$ cat src/rtl/red_pitaya_daisy_rx_frame.sv
// Daisy-chain RX frame parser: SOF/len header, payload, checksum -> payload FIFO.
// Define DAISY_RX_FRAME_STATS_EN to enable the frame/error statistics counters.
module red_pitaya_daisy_rx_frame #(
    parameter int unsigned FIFO_AW   = 4,
    parameter logic [7:0]  SOF_TAG   = 8'hA5,
    parameter logic [15:0] IDLE_WORD = 16'h00FF,
    parameter int unsigned TIMEOUT   = 64
) (
    input  logic        clk_i,
    input  logic        rst_i,
    input  logic        cfg_en_i,
    input  logic [15:0] rx_dat_i,
    input  logic        rx_dv_i,
    output logic [15:0] m_dat_o,
    output logic        m_last_o,
    output logic        m_err_o,
    output logic        m_valid_o,
    input  logic        m_ready_i,
    output logic        frame_ok_o,
    output logic        frame_err_o,
    output logic        ovf_o,
    output logic        busy_o,
    output logic [31:0] stat_frm_o,
    output logic [31:0] stat_err_o
);

    localparam int unsigned DEPTH = 1 << FIFO_AW;
    localparam int unsigned GW    = $clog2(TIMEOUT + 1);
    localparam logic [GW-1:0] GAP_MAX = GW'(TIMEOUT - 1);
    localparam logic [GW-1:0] GAP_ONE = GW'(1);
    localparam logic [FIFO_AW:0] PTR_ONE = (FIFO_AW + 1)'(1);

    typedef enum logic [1:0] {
        S_IDLE,
        S_PAYLOAD,
        S_CSUM
    } state_t;

    state_t           state;
    logic [7:0]       cnt;
    logic [15:0]      sum;
    logic [15:0]      hold;
    logic             hold_vld;
    logic             drop;
    logic [GW-1:0]    gap;

    logic [17:0]      mem [DEPTH];
    logic [FIFO_AW:0] wr_ptr;
    logic [FIFO_AW:0] rd_ptr;
    logic [17:0]      rd_ent;

    logic fifo_empty;
    logic fifo_full;
    logic pop;
    logic push_req;
    logic push_last;
    logic push_err;
    logic push_ok;
    logic push_drop;
    logic tmo;
    logic csum_bad;
    logic sof_hit;

    assign csum_bad = rx_dat_i != sum;
    assign sof_hit  = rx_dv_i && (rx_dat_i != IDLE_WORD)
                      && (rx_dat_i[15:8] == SOF_TAG);

    always_comb begin
        tmo       = 1'b0;
        push_req  = 1'b0;
        push_last = 1'b0;
        push_err  = 1'b0;
        if (state != S_IDLE && !rx_dv_i && gap == GAP_MAX)
            tmo = 1'b1;
        unique case (1'b1)
            (state == S_PAYLOAD) && rx_dv_i: push_req = hold_vld;
            (state == S_CSUM) && rx_dv_i: begin
                push_req  = hold_vld;
                push_last = 1'b1;
                push_err  = csum_bad || drop;
            end
            tmo: begin
                push_req  = hold_vld;
                push_last = 1'b1;
                push_err  = 1'b1;
            end
            default: ;
        endcase
    end

    assign fifo_empty = wr_ptr == rd_ptr;
    assign fifo_full  = (wr_ptr[FIFO_AW] != rd_ptr[FIFO_AW])
                        && (wr_ptr[FIFO_AW-1:0] == rd_ptr[FIFO_AW-1:0]);
    // A pop in the same cycle frees the slot, so a full FIFO still accepts.
    assign pop        = !fifo_empty && m_ready_i;
    assign push_ok    = push_req && (!fifo_full || pop);
    assign push_drop  = push_req && fifo_full && !pop;

    always_ff @(posedge clk_i or posedge rst_i) begin
        if (rst_i) begin
            state       <= S_IDLE;
            cnt         <= '0;
            sum         <= '0;
            hold        <= '0;
            hold_vld    <= 1'b0;
            drop        <= 1'b0;
            gap         <= '0;
            frame_ok_o  <= 1'b0;
            frame_err_o <= 1'b0;
            ovf_o       <= 1'b0;
        end else if (!cfg_en_i) begin
            state       <= S_IDLE;
            cnt         <= '0;
            sum         <= '0;
            hold        <= '0;
            hold_vld    <= 1'b0;
            drop        <= 1'b0;
            gap         <= '0;
            frame_ok_o  <= 1'b0;
            frame_err_o <= 1'b0;
            ovf_o       <= 1'b0;
        end else begin
            frame_ok_o  <= 1'b0;
            frame_err_o <= 1'b0;
            if (push_drop) begin
                ovf_o <= 1'b1;
                drop  <= 1'b1;
            end
            if (state == S_IDLE || rx_dv_i)
                gap <= '0;
            else
                gap <= gap + GAP_ONE;
            unique case (state)
                S_IDLE: begin
                    if (sof_hit) begin
                        if (rx_dat_i[7:0] != 8'd0) begin
                            state <= S_PAYLOAD;
                            cnt   <= rx_dat_i[7:0];
                            sum   <= '0;
                            drop  <= 1'b0;
                        end else begin
                            frame_err_o <= 1'b1;
                        end
                    end
                end
                S_PAYLOAD: begin
                    if (rx_dv_i) begin
                        sum      <= sum + rx_dat_i;
                        hold     <= rx_dat_i;
                        hold_vld <= 1'b1;
                        cnt      <= cnt - 8'd1;
                        if (cnt == 8'd1)
                            state <= S_CSUM;
                    end else if (tmo) begin
                        state       <= S_IDLE;
                        hold_vld    <= 1'b0;
                        frame_err_o <= 1'b1;
                    end
                end
                S_CSUM: begin
                    if (rx_dv_i) begin
                        state    <= S_IDLE;
                        hold_vld <= 1'b0;
                        if (csum_bad || drop || push_drop)
                            frame_err_o <= 1'b1;
                        else
                            frame_ok_o <= 1'b1;
                    end else if (tmo) begin
                        state       <= S_IDLE;
                        hold_vld    <= 1'b0;
                        frame_err_o <= 1'b1;
                    end
                end
                default: state <= S_IDLE;
            endcase
        end
    end

    always_ff @(posedge clk_i or posedge rst_i) begin
        if (rst_i) begin
            wr_ptr <= '0;
            rd_ptr <= '0;
        end else if (!cfg_en_i) begin
            wr_ptr <= '0;
            rd_ptr <= '0;
        end else begin
            if (push_ok)
                wr_ptr <= wr_ptr + PTR_ONE;
            if (pop)
                rd_ptr <= rd_ptr + PTR_ONE;
        end
    end

    always_ff @(posedge clk_i) begin
        if (push_ok && cfg_en_i)
            mem[wr_ptr[FIFO_AW-1:0]] <= {push_err, push_last, hold};
    end

    assign rd_ent    = mem[rd_ptr[FIFO_AW-1:0]];
    assign m_valid_o = !fifo_empty;
    assign m_dat_o   = m_valid_o ? rd_ent[15:0] : 16'h0;
    assign m_last_o  = m_valid_o && rd_ent[16];
    assign m_err_o   = m_valid_o && rd_ent[17];
    assign busy_o    = state != S_IDLE;

`ifdef DAISY_RX_FRAME_STATS_EN
    logic [31:0] stat_frm;
    logic [31:0] stat_err;

    always_ff @(posedge clk_i or posedge rst_i) begin
        if (rst_i) begin
            stat_frm <= '0;
            stat_err <= '0;
        end else if (!cfg_en_i) begin
            stat_frm <= '0;
            stat_err <= '0;
        end else begin
            if (frame_ok_o && stat_frm != 32'hFFFF_FFFF)
                stat_frm <= stat_frm + 32'd1;
            if (frame_err_o && stat_err != 32'hFFFF_FFFF)
                stat_err <= stat_err + 32'd1;
        end
    end

    assign stat_frm_o = stat_frm;
    assign stat_err_o = stat_err;
`else
    assign stat_frm_o = 32'h0;
    assign stat_err_o = 32'h0;
`endif

endmodule

$ cat config.mk
export PLATFORM = sky130hd
export DESIGN_NAME = red_pitaya_daisy_rx_frame
export DESIGN_NICKNAME = d
export VERILOG_FILES = /design/src/rtl/red_pitaya_daisy_rx_frame.sv
export SDC_FILE = /design/constraint.sdc
export NUM_CORES = 1
export LEC_CHECK = 0
export ABC_CLOCK_PERIOD_IN_PS = 2700
export CORE_MARGIN = 2
export CORE_UTILIZATION = 47
export CTS_CLUSTER_SIZE = 10
export DETAILED_ROUTE_END_ITERATION = 10
export HOLD_SLACK_MARGIN = 0.12
export PLACE_DENSITY = 0.69
export SKIP_CTS_REPAIR_TIMING = 1
export SYNTH_ARGS = -nofsm -noshare
export SYNTH_HDL_FRONTEND = slang
export SYNTH_SLANG_ARGS = --single-unit
$ cat constraint.sdc
create_clock -name clk_i -period 2.7 [get_ports clk_i]
set_input_delay 0.54 -clock clk_i [delete_from_list [all_inputs] [get_ports clk_i]]
set_output_delay 0.54 -clock clk_i [all_outputs]
set_load 0.05 [all_outputs]
==> flow_metrics.env <==
export IMPL_outcome="complete, but fails checks"
export IMPL_violations="negative setup slack"
export IMPL_vdd_drop_max_mv=0.380
export IMPL_worst_pin_slew_ns=0.610
export IMPL_ys_types=56
export IMPL_die_h_um=184
export IMPL_n_fill_cell=2369
export IMPL_fp_coreArea_mm2=0.0323
export IMPL_layout_commonest_cell="edfxtp_1"
export IMPL_cpLargestDelayFamily="multiplexers"
export IMPL_cp_data_arrival_time_ns=2.66
export IMPL_worstPathCellList="buf_12 > buf_16 > mux4_2 > mux4_2 > nor2b_2 > buf_6"
export IMPL_synth_top_family_by_area="multiplexers"
export IMPL_clock_sinks=352
export IMPL_drtIter0Drc=583
export IMPL_port_buffers=43
export IMPL_cp_max_fo=6
export IMPL_final_layout_size_suffix_gt1_share_pct=30.5
export IMPL_worstHoldPathType="input port to asynchronous set/reset pin"
export IMPL_power_leakage_nw=6.29
export IMPL_cp_slowest_stage_delay_ns=0.53
export IMPL_die_width_um=184
export IMPL_slew_viol_final=0
export IMPL_die_area_mm2=0.0340
export IMPL_slew_headroom_pct=59.3
export IMPL_antenna_found_initial=0
export IMPL_setup_viol=262
export IMPL_r2r_end="mem[9][11]"
export IMPL_grt_overflow=0
export IMPL_yosys_warnings=0
export IMPL_drv_cap=0
export IMPL_clock_path_buffers=3
export IMPL_rsz0062_at_grt="yes"
export IMPL_postRouteAntennaNets=0
export IMPL_via_per_inst=5.54
export IMPL_setup_ws_ns=-0.497
export IMPL_routabilityCongestion=0.895
export IMPL_synthAdderAreaFrac_pct=2.01
export IMPL_grt_total_usage_pct=19.8
export IMPL_cts_inserted_buffers=42
export IMPL_grt_max_degree=34
export IMPL_synthFlopType="edfxtp_1"
export IMPL_routedWlPerCell_um=22.3
export IMPL_layout_nets=1142
export IMPL_syn_area_per_cell_um2=16.7
export IMPL_muxShareOfSynthArea_pct=13.6
export IMPL_synth_edf_count=288
export IMPL_clock_fmax_ghz=0.313
export IMPL_synth_xor_area_share_pct=1.66
export IMPL_rows=66
export IMPL_required_ns=2.16
export IMPL_drt_pass1_iter_count=5
export IMPL_initial_core_util_pct=47.3
export IMPL_crit_start="rd_ptr[0]"
export IMPL_synth_area_mm2=0.0153
export IMPL_vias=8623
export IMPL_period_needed_ns=3.20
export IMPL_drt_total_wl_um=34700
export IMPL_regToRegStartpoint="rd_ptr[0]"
export IMPL_boundaryPins=108
export IMPL_ff2ff_setup_slack_ns=-0.20
export IMPL_ys_seq_area_share_pct=67.1
export IMPL_path_common_cell="mux4_2"
export IMPL_remaining_drc_errors=0
export IMPL_crit_slowest_cell="mux4_2"
export IMPL_path_clk_slew_ns=0.05
export IMPL_synth_compound_area_share_pct=4.50
export IMPL_grt_pass1_vias=8544
export IMPL_async_reset_ff_share_pct=18.2
export IMPL_rr_worst_depth=12
export IMPL_holdWs_ns=0.331
export IMPL_critPathKind="flop to output port"
export IMPL_htree_levels=2
export IMPL_end_kind="output port"
export IMPL_diodes=0
export IMPL_synthSimpleGateAreaFrac_pct=6.31
export IMPL_cts_tree="yes"
export IMPL_clk_latency_ns=0.55
export IMPL_finish_utilization_pct=58.1
export IMPL_critPathCapture="m_dat_o[10]"
export IMPL_crit_buf_inv=3
export IMPL_cp_start_kind="flop"
export IMPL_grt_pass1_wl_um=50100
export IMPL_cts_root_buf="clkbuf_16"
export IMPL_fin_skew_ns=0.0248
export IMPL_areaGrowthSynthToFinish_pct=22.7
export IMPL_mostFrequentLayoutCells="edfxtp_1 (288), mux4_2 (90), buf_4 (87), conb_1 (64), dfrtp_1 (62)"
export IMPL_ys_seq_elements=352
export IMPL_cp_depth=6
export IMPL_synthCells=916
export IMPL_dp_hpwl_um=21400
export IMPL_pwr_density_cell_mw_per_mm2=599
export IMPL_fin_crit_sh_pct=118
export IMPL_total_power_mw=11.2
export IMPL_hold_viol=0
-- worst register-to-register path, stage by stage (launching register included) --
cell and delay, ns:
dfrtp_4 0.52, buf_4 0.17, buf_6 0.14, buf_4 0.15, xor2_4 0.17, nor4_4 0.05, buf_4 0.15, a2111oi_4 0.30
buf_4 0.21, nand3b_1 0.20, buf_6 0.20, nor2_4 0.14, buf_4 0.20
-- where the power goes --
group,leakage [nW],internal (mW),switching (mW)
Combinational,2.58,0.109,0.328
Sequential,3.13,5.82,0.00965
Clock,0.574,2.95,2.01
-- per-stage QoR --
| step | area [um2] | setup WS, ns | instances | TNS (ns) |
|---|---|---|---|---|
| floorplan | 15600 | -0.210 | 979 | -49.81 |
| global placement | 16800 | -0.278 | 1472 | -23.70 |
| detailed placement | 16800 | -0.305 | 1472 | -24.07 |
| CTS | 18000 | -0.542 | 1534 | -9.81 |
| global route | 18700 | -0.540 | 1557 | -55.67 |
| finish | 18700 | -0.497 | 1557 | -26.16 |
-- Yosys cell counts (14+ instances only) --
cell / instances / share of area (%)
mux4_2: 90 / 13
nor2b_1: 23 / 0.94
ha_1: 23 / 1.9
xor2_1: 16 / 0.92
clkbuf_1: 25 / 0.61
edfxtp_1: 288 / 57
buf_4: 64 / 3.1
dfrtp_1: 64 / 10
nand2_1: 40 / 0.98
a22o_1: 18 / 1.0
nor2_1: 64 / 1.6
nand3_1: 14 / 0.46
o21ai_0: 34 / 1.1
a21oi_1: 28 / 0.92
-- cell type report --
cell class                 instances  area (um2)  share of cell area (%)
sequential                       352       10300                    54.7
multi-input combinational        510        4770                    25.4
timing repair buffer             179        1940                    10.3
clock buffer                      56        1110                    5.94
tap                              442         553                    2.95
clock inverter                     6        76.3                   0.407
inverter                          12        45.0                   0.240
-- worst min-delay path by stage --
stage	slack, ns	cells after the start	startpoint	to
2_1_floorplan	0.45	2	sum[10]	sum[10]
5_1_grt	0.37	2	rst_i	cnt[2]
3_5_place_dp	0.47	1	gap[0]	gap[0]
4_1_cts	0.33	2	rst_i	cnt[3]
3_3_place_gp	0.47	2	sum[6]	sum[6]
6_report	0.33	2	rst_i	cnt[3]
-- flip-flops by register name (all words and copies together) (netlist names) --
name / flops
ovf_o: 1
hold: 16
hold_vld: 1
frame_ok_o: 1
state: 2
wr_ptr: 5
frame_err_o: 1
gap: 7
sum: 16
drop: 1
mem: 288
rd_ptr: 5
cnt: 8
-- cell families after synthesis --
family,after synthesis
muxes,95
buffers and inverters,117
and+or+nand+nor,192
DFF,352
xor gates and xnor gates,29
other,1
AOI/OAI and AO/OA,106
adders and majority gates,24
-- per-layer routing --
metal  vias to the layer above  GRT usage, %  part of all wire, %
met4                         0          5.15                  2.1
met3                        53          3.56                  6.2
met5                         -             0                    0
met1                      4464          27.9                   41
met2                       302          32.3                   50
li1                       3804             -                    -
Note: power is estimated with default switching activity, not from simulation.
